--- config.mk ---
export PLATFORM = sky130hd
export DESIGN_NAME = intc_sched_flat
export DESIGN_NICKNAME = d
export VERILOG_FILES = /design/src/rtl/intc_sched_pkg.sv /design/src/rtl/intc_sched_if.sv /design/src/rtl/intc_sched_sync_edge.sv /design/src/rtl/intc_sched.sv /design/src/flat_wrapper.sv
export SDC_FILE = /design/constraint.sdc
export NUM_CORES = 1
export LEC_CHECK = 0
export BUFFER_PORTS_ARGS = -buffer_cell sky130_fd_sc_hd__buf_2
export CORE_UTILIZATION = 40
export DETAILED_ROUTE_END_ITERATION = 10
export GPL_ROUTABILITY_DRIVEN = 0
export HOLD_SLACK_MARGIN = 0.02
export PLACE_DENSITY = 0.68
export SLEW_MARGIN = 20
export SYNTH_ARGS = -nofsm -noshare
export SYNTH_HDL_FRONTEND = slang
export SYNTH_HIERARCHICAL = 1
export SYNTH_SLANG_ARGS = --single-unit
export TNS_END_PERCENT = 1
--- constraint.sdc ---
create_clock -name clk -period 1.2 [get_ports clk]
set_clock_uncertainty 0.1 [all_clocks]
set_input_delay 0.18 -clock clk [delete_from_list [all_inputs] [get_ports clk]]
set_output_delay 0.18 -clock clk [all_outputs]
set_load 0.05 [all_outputs]
--- src/rtl/intc_sched_pkg.sv ---
// Shared types and helpers for the interrupt scheduler: FSM states, default
// sizing and a lowest-index-wins priority encoder.
package intc_pkg;

  typedef enum logic [1:0] {
    IDLE,
    TAKE,
    SERVICE
  } state_t;

  localparam int unsigned N_IRQ_DEF = 4;
  localparam int unsigned VEC_W_DEF = $clog2(N_IRQ_DEF);
  localparam int unsigned PRIO_MAX  = 32;

  typedef struct packed {
    logic       valid;
    logic [4:0] idx;
  } prio_t;

  // Walks from the top down so the lowest set index is the last one written.
  function automatic prio_t prio_enc(input logic [PRIO_MAX-1:0] req);
    prio_t r;
    r = '0;
    for (int unsigned i = PRIO_MAX; i > 0; i--) begin
      if (req[i-1]) begin
        r.valid = 1'b1;
        r.idx   = 5'(i - 1);
      end
    end
    return r;
  endfunction

endpackage

--- src/rtl/intc_sched_if.sv ---
// Datapath <-> interrupt scheduler bundle. The datapath side is the master,
// the scheduler is the slave.
interface intc_if #(
  parameter int unsigned N_IRQ = intc_pkg::N_IRQ_DEF,
  parameter int unsigned VEC_W = $clog2(N_IRQ)
) ();

  logic [N_IRQ-1:0] irq;
  logic             mask_we;
  logic [N_IRQ-1:0] mask_wdata;
  logic             ei;
  logic             di;
  logic             reti;
  logic             inhibit;
  logic             int_take;
  logic [VEC_W-1:0] int_vec;
  logic             int_active;
  logic [N_IRQ-1:0] pending;
  logic             gie;

  modport master (
    output irq, mask_we, mask_wdata, ei, di, reti, inhibit,
    input  int_take, int_vec, int_active, pending, gie
  );

  modport slave (
    input  irq, mask_we, mask_wdata, ei, di, reti, inhibit,
    output int_take, int_vec, int_active, pending, gie
  );

endinterface

--- src/rtl/intc_sched_sync_edge.sv ---
// One request line: SYNC_STAGES-deep flop synchronizer followed by a
// rising-edge detector on the synchronized level.
module intc_sync_edge #(
  parameter int unsigned SYNC_STAGES = 2
) (
  input  logic clk,
  input  logic reset,
  input  logic d,
  output logic rise
);

  logic [SYNC_STAGES-1:0] sync_q;
  logic                   prev_q;

  always_ff @(posedge clk) begin
    if (reset) begin
      sync_q <= '0;
      prev_q <= 1'b0;
    end else begin
      sync_q[0] <= d;
      for (int unsigned i = 1; i < SYNC_STAGES; i++) begin
        sync_q[i] <= sync_q[i-1];
      end
      prev_q <= sync_q[SYNC_STAGES-1];
    end
  end

  assign rise = sync_q[SYNC_STAGES-1] & ~prev_q;

endmodule

--- src/rtl/intc_sched.sv ---
// Interrupt scheduler: edge-latched pending bits, mask, global enable and a
// fixed-priority IDLE/TAKE/SERVICE FSM. Define INTC_NEST_EN for nested preemption.
module intc_sched
  import intc_pkg::*;
#(
  parameter int unsigned N_IRQ       = N_IRQ_DEF,
  parameter int unsigned SYNC_STAGES = 2
) (
  input logic  clk,
  input logic  reset,
  intc_if.slave bus
);

  localparam int unsigned VEC_W = $clog2(N_IRQ);

  state_t           state_q, state_d;
  logic [N_IRQ-1:0] rise, mask_q, pending_q, eligible, take_clr;
  logic [VEC_W-1:0] vec_q, winner;
  logic             gie_q, gie_d;
  logic             enter_take, reti_ok, preempt, svc_done;
  prio_t            win;

  for (genvar g = 0; g < N_IRQ; g++) begin : g_line
    intc_sync_edge #(.SYNC_STAGES(SYNC_STAGES)) u_sync (
      .clk   (clk),
      .reset (reset),
      .d     (bus.irq[g]),
      .rise  (rise[g])
    );
  end

  assign eligible = pending_q & mask_q;
  assign win      = prio_enc(PRIO_MAX'(eligible));
  assign winner   = VEC_W'(win.idx);
  assign take_clr = (state_q == TAKE) ? (N_IRQ'(1) << vec_q) : '0;

`ifdef INTC_NEST_EN
  logic [N_IRQ-1:0] isr_q, isr_low;
  prio_t            isr_top;

  // isr only ever gains higher-priority bits, so its lowest set bit is the
  // innermost handler and is the one a reti retires.
  assign isr_low  = isr_q & (-isr_q);
  assign isr_top  = prio_enc(PRIO_MAX'(isr_q));
  assign preempt  = win.valid && (!isr_top.valid || (win.idx < isr_top.idx));
  assign svc_done = ((isr_q & ~isr_low) == '0);

  always_ff @(posedge clk) begin
    if (reset) begin
      isr_q <= '0;
    end else if (enter_take) begin
      isr_q <= isr_q | (N_IRQ'(1) << winner);
    end else if (reti_ok) begin
      isr_q <= isr_q & ~isr_low;
    end
  end

  assign bus.int_active = |isr_q;
`else
  assign preempt        = 1'b0;
  assign svc_done       = 1'b1;
  assign bus.int_active = (state_q != IDLE);
`endif

  always_comb begin
    state_d    = state_q;
    enter_take = 1'b0;
    reti_ok    = 1'b0;
    unique case (state_q)
      IDLE: begin
        if (gie_q && win.valid && !bus.inhibit) begin
          state_d    = TAKE;
          enter_take = 1'b1;
        end
      end
      TAKE: state_d = SERVICE;
      SERVICE: begin
        if (bus.reti) begin
          reti_ok = 1'b1;
          if (svc_done) state_d = IDLE;
        end else if (preempt && gie_q && !bus.inhibit) begin
          state_d    = TAKE;
          enter_take = 1'b1;
        end
      end
      default: state_d = IDLE;
    endcase

    gie_d = gie_q;
    if (bus.ei || reti_ok) gie_d = 1'b1;
    if (bus.di)            gie_d = 1'b0;
    if (enter_take)        gie_d = 1'b0;
  end

  always_ff @(posedge clk) begin
    if (reset) begin
      state_q   <= IDLE;
      mask_q    <= '0;
      pending_q <= '0;
      gie_q     <= 1'b0;
      vec_q     <= '0;
    end else begin
      state_q   <= state_d;
      gie_q     <= gie_d;
      pending_q <= (pending_q & ~take_clr) | rise;
      if (bus.mask_we) mask_q <= bus.mask_wdata;
      if (enter_take)  vec_q  <= winner;
    end
  end

  assign bus.int_take = (state_q == TAKE);
  assign bus.int_vec  = vec_q;
  assign bus.pending  = pending_q;
  assign bus.gie      = gie_q;

endmodule

--- src/flat_wrapper.sv ---
// flat-port wrapper written by rule: the top's interface ports become plain ports
module intc_sched_flat import intc_pkg::*;
#(
  parameter int unsigned N_IRQ       = N_IRQ_DEF,
  parameter int unsigned SYNC_STAGES = 2
)
  (clk, reset, bus_irq, bus_mask_we, bus_mask_wdata, bus_ei, bus_di, bus_reti, bus_inhibit, bus_int_take, bus_int_vec, bus_int_active, bus_pending, bus_gie);
  intc_if #(.N_IRQ(N_IRQ), .VEC_W(($clog2(N_IRQ)))) bus_i ();
  input logic clk;
  input logic reset;
  input wire logic [$bits(bus_i.irq)-1:0] bus_irq;
  input wire logic [$bits(bus_i.mask_we)-1:0] bus_mask_we;
  input wire logic [$bits(bus_i.mask_wdata)-1:0] bus_mask_wdata;
  input wire logic [$bits(bus_i.ei)-1:0] bus_ei;
  input wire logic [$bits(bus_i.di)-1:0] bus_di;
  input wire logic [$bits(bus_i.reti)-1:0] bus_reti;
  input wire logic [$bits(bus_i.inhibit)-1:0] bus_inhibit;
  output wire logic [$bits(bus_i.int_take)-1:0] bus_int_take;
  output wire logic [$bits(bus_i.int_vec)-1:0] bus_int_vec;
  output wire logic [$bits(bus_i.int_active)-1:0] bus_int_active;
  output wire logic [$bits(bus_i.pending)-1:0] bus_pending;
  output wire logic [$bits(bus_i.gie)-1:0] bus_gie;
  assign bus_i.irq = bus_irq;
  assign bus_i.mask_we = bus_mask_we;
  assign bus_i.mask_wdata = bus_mask_wdata;
  assign bus_i.ei = bus_ei;
  assign bus_i.di = bus_di;
  assign bus_i.reti = bus_reti;
  assign bus_i.inhibit = bus_inhibit;
  assign bus_int_take = bus_i.int_take;
  assign bus_int_vec = bus_i.int_vec;
  assign bus_int_active = bus_i.int_active;
  assign bus_pending = bus_i.pending;
  assign bus_gie = bus_i.gie;
  intc_sched #(.N_IRQ(N_IRQ), .SYNC_STAGES(SYNC_STAGES)) u_core (.clk(clk), .reset(reset), .bus(bus_i));
endmodule
Yosys cells after proc, flatten, opt, wreduce, memory -nomap -nowiden
Index checks and enable logic that the tools add are counted.

Equality and inequality tests: 4. Shift operators: 1. Mux-type cells: 12. Bitwise gates (word level): 12. Reduce and logical (&&, ||, !) cells: 8.

Operators with widths (count): 6-bit two-way mux (4); 4-bit AND (2); 2-bit one-hot mux with 3 select lines (1); 1-bit AND (4); 1-bit two-way mux (4); 2-bit two-way mux (2); 4-bit two-way mux (1); 1-bit NOT (4); 4-bit NOT (1); 4-bit bitwise OR (1); 1-bit by 2-bit left shift with 4-bit output, first input constant (1); 3-bit OR reduction (1); 2-bit by 1-bit equality test with 1-bit output, second input constant (1); 2-bit equality test, second input constant (1); 1-bit logical AND (2); 2-bit logical NOT (1); 2-bit by 1-bit inequality test with 1-bit output, second input constant (1); 2-bit inequality test, second input constant (1); 2-bit AND reduction (1); 2-bit nonzero test (1); 1-bit logical NOT (1); 1-bit logical OR (1).

Bits in registers: 25. Input port bits: 15. Output and inout bits: 9. Logic and storage cells: 50.

Longest topological paths before layout
Depth in word-level cells: 10. Depth in mapped cells: 5.

By module
Netlist, hierarchy kept.

By module, submodules not included: intc_sched (instances 1, cells an instance 57, area an instance 541.8 µm², sequential area each 260.2 µm²); intc_sync_edge (instances 4, cells an instance 7, area an instance 87.6 µm², sequential area each 60.1 µm²).

Worst setup path after synthesis
OpenSTA, ideal clock, no wires.

Path kind: reg2reg. Start: register u_core.gie_q (netlist: u_core/bus.gie). End: register u_core.vec_q[0] (netlist: u_core/bus.int_vec[0]). Library setup time: 0.072 ns. Data arrival time: 1.262 ns. Path slack: -0.233 ns. Stages on the path, launching flop included: 4. Path buffers: 0. Period minus slack after synthesis: 1.433 ns. Cells stage by stage: dfxtp_1 -> nor3b_4 -> o21a_2 -> mux2i_1.

Cells in the longest elaborated chain, start to end: 4.

RTL lines: start, declared (RTL line intc_sched.sv:19) `logic gie_q, gie_d;`; start signal, assigned (RTL line intc_sched.sv:104) `gie_q <= gie_d;`; 1-bit logical AND (2 in series) (RTL line intc_sched.sv:71) `if (gie_q && win.valid && !bus.inhibit) begin`; 1-bit two-way mux (RTL line intc_sched.sv:71); 1-bit two-way mux; end signal, assigned (RTL line intc_sched.sv:107) `if (enter_take) vec_q <= winner;`; end, declared (RTL line intc_sched.sv:18) `logic [VEC_W-1:0] vec_q, winner;`.

Every way passes these cells. A chain may end at the register's enable or synchronous reset.

Worst setup path in the final report
Start: register u_core.state_q[1]. End: register u_core.vec_q[0] (netlist: u_core/bus.int_vec[0]).

Cells in the longest elaborated chain, start to end: 2.

RTL lines: start, declared (RTL line intc_sched.sv:16) `state_t state_q, state_d;`; start signal, assigned (RTL line intc_sched.sv:103) `state_q <= state_d;`; 2-bit logical NOT (RTL line intc_sched.sv:69) `unique case (state_q)`; 1-bit two-way mux.

Every way passes these cells.

==> results.cfg <==
[timing]
hold_viol = 0
fmax_ghz = 0.728
rsz0062_at_grt = yes
final_max_slew_viol_count = 0
finalCritPeriodShare = 1.14
final-setup-viol-count = 9
setup_ws_ns = -0.173
tightest_slew_ns = 0.346
fin_crit_ns = 1.37
slew_headroom = 0.769
finalSetupTns_ns = -0.756

[routing]
dr_wl_met3_um = 73
remaining_drc_errors = 0
top_layer = met4
wl_mm = 1.72
wl_met1_um = 767
via_per_inst = 4.65
vias = 716
drt-initial-drc-count = 3
postRouteAntennaNets = 0
dr_wl_met2_um = 856
wire_per_inst_um = 11.2
first_pass_iters = 4

[synthesis]
synth_area_leader_cell = dfxtp_1
syn_nets = 100
syn_inst = 85
ys_top_cells_by_area = dfxtp_1 (56%), nor2b_1 (8.4%), mux2i_1 (5.6%)
ys_ff_latch = 25
ys_seq_area_frac = 0.561
yosysWarnings = 6
synth_top_area_frac = 0.561
ys_types = 24
synth_area_sq_um = 892
synth_area_per_cell_sq_um = 10.5

[die]
die_h_um = 49.2
start_util = 0.441
dieArea_sq_um = 2420
io_pins = 24
core_sq_um = 2020
num_rows = 16
die_width_um = 49.2

[global_route]
first_global_vias = 705
grt_pass1_wl_mm = 2.90
track_usage = 0.158
grt_max_degree = 21
antenna_found_initial = 0
overflow = 0

[placed_design]
dp_hpwl_mm = 1.18
placed_area_sq_um = 1090
port_buffers = 23
pre_cts_ws_ns = -0.125

[worst_setup_path]
cp.buffers_inverters = 0
r2r_cells = 4
ff2ff_setup_slack_ns = -0.17
crit_end = u_core/bus.int_vec[0]
cp-startpoint = u_core/state_q[1]
critical-path-slowest-cell = dfxtp_2
critPathTopFamily = simple AND/OR/NAND/NOR gates
r2r_start = u_core/state_q[1]
critPathRequiredTime_ns = 1.34
max_stage_delay_ns = 0.35
crit_cells = 4
regToRegEndpoint = u_core/bus.int_vec[0]
critPathCaptureType = flop
cp_max_fo = 3
crit_path_cell_trace = or2_4, nor3b_4, o21a_2, mux2i_1
crit_arrival_ns = 1.51
startpoint_type = flop
criticalPathCategory = flop to flop

[clocking]
cts_made_buffers = 3
path_clk_slew_ns = 0.13
cts.sinks = 25
clk_latency_ns = 0.31
cts_tree = done
clockBufferDepth = 2
clk_root_buffer_cell = clkbuf_4
htree_num_levels = 1

[cells_and_area]
syn_to_final_growth_pct = 45.0
diodes = 0
nNetsFinal = 143
n_fill_cell = 161
final_area_sq_um = 1290
drive_above_1_share = 0.425
final_util = 0.640

[power]
p_int_mw = 1.08
comb_power_share = 0.125
clock_power_share = 0.255
seq_power_share = 0.620
p_leak_nw = 0.555
switching_power_mw = 0.342
swShare = 0.240
pwr_density_cell_nw_per_um2 = 1100
worst_ir_drop_vdd_v = 0.000736

[run_status]
status = finished with violations
violations = setup timing

[run]
max_cap_violations = 0

[hold_path]
hp-class = primary input to flop
==> cells in the final DEF, fill, tap and decap left out, types with 2 or more instances in the layout <==
| cell type | count |
|---|---|
| nor2b_1 | 12 |
| dlygate4sd3_1 | 8 |
| buf_6 | 5 |
| buf_4 | 10 |
| nor2b_2 | 4 |
| dfxtp_2 | 8 |
| nand2_1 | 3 |
| nand3_1 | 2 |
| clkbuf_4 | 3 |
| buf_8 | 3 |
| a21oi_1 | 6 |
| nand3b_1 | 2 |
| inv_1 | 2 |
| buf_2 | 14 |
| dfxtp_1 | 17 |
| nor2_1 | 8 |
| mux2i_1 | 5 |
==> tightest hold or removal path: stages <==
cell	delay, ns
buf_2	0.08
mux2i_1	0.06
nor2_1	0.09
==> cell type report <==
cell class	count	area [sq um]	share of cell area
repair buffers	40	327	0.252
clock buffers	3	22.5	0.0174
inverters	3	15.0	0.0116
flip-flops and latches	25	510	0.395
clock inverters	1	5.00	0.00387
well taps	27	33.8	0.0261
multi-input cells	55	380	0.294
==> per-stage QoR <==
step	hold slack, ns	total power, mW	cells
2_1_floorplan	0.151	0.984	85
3_3_place_gp	0.245	1.04	140
3_5_place_dp	0.247	1.05	140
4_1_cts	0.0281	1.44	154
5_1_grt	0.0438	1.49	154
6_report	0.0348	1.42	154
==> power groups by stage <==
stage                     clock network (mW)  registers (mW)  logic (mW)
after detailed placement                   0           0.899       0.147
after global placement                     0           0.898       0.143
final                                  0.364           0.883       0.178
after floorplan                            0           0.929      0.0548
after global routing                   0.412           0.886       0.191
after CTS                              0.383           0.882       0.178
==> registers in the layout, indices dropped and copies added, names as in the netlist <==
name / cells
u_core/bus.gie: 1
u_core/state_q: 2
u_core/mask_q: 4
u_core/g_line.u_sync/prev_q: 4
u_core/g_line.u_sync/sync_q: 8
u_core/bus.pending: 4
u_core/bus.int_vec: 2
==> cells in the mapped netlist (all sizes together) <==
library cell,instances
and2b,1
nor2b,16
a211oi,1
o21a,1
nand2,3
buf,1
or3,1
nand3,2
a22o,1
inv,3
nand2b,2
nand3b,2
dfxtp,25
nor4,1
nor3b,1
a21oi,6
a32oi,1
or2,1
mux2i,5
nor2,8
clkbuf,1
a211o,1
a311oi,1
==> how the worst min path moves through the flow <==
| stage | startpoint | to | cells after the start |
|---|---|---|---|
| floorplan | bus_di | u_core/bus.gie | 1 |
| global placement | bus_di | u_core/bus.gie | 2 |
| detailed placement | bus_di | u_core/bus.gie | 2 |
| CTS | bus_mask_wdata[0] | u_core/mask_q[0] | 3 |
| global route | bus_mask_wdata[0] | u_core/mask_q[0] | 3 |
| finish | bus_mask_wdata[0] | u_core/mask_q[0] | 3 |
==> routing by layer <==
metal  vias up  global-route usage
li1        368                   -
met1       327               0.168
met2        19               0.288
met3         2              0.0405
met4         0              0.0735
met5         -                   0
==> logic make-up (layout without fill, tap and decap cells) <==
kind of cell / after synthesis / count (layout) / synth area share
AO/OA/AOI/OAI: 12 / 12 / 0.0968
buffers and inverters: 5 / 47 / 0.0210
flip-flops: 25 / 25 / 0.561
multiplexers: 5 / 5 / 0.0561
AND/OR/NAND/NOR: 38 / 38 / 0.265
==> what timing repair did <==
action | 4_1_cts | 5_1_grt
pin swaps | 2 | 2
gates resized for setup | 23 | 3
setup endpoints to repair | 14 | 13
hold endpoints to repair | 8 | 0
buffers inserted | 2 | 0
hold buffers | 8 | 0
(Power assumes the default switching activity.)
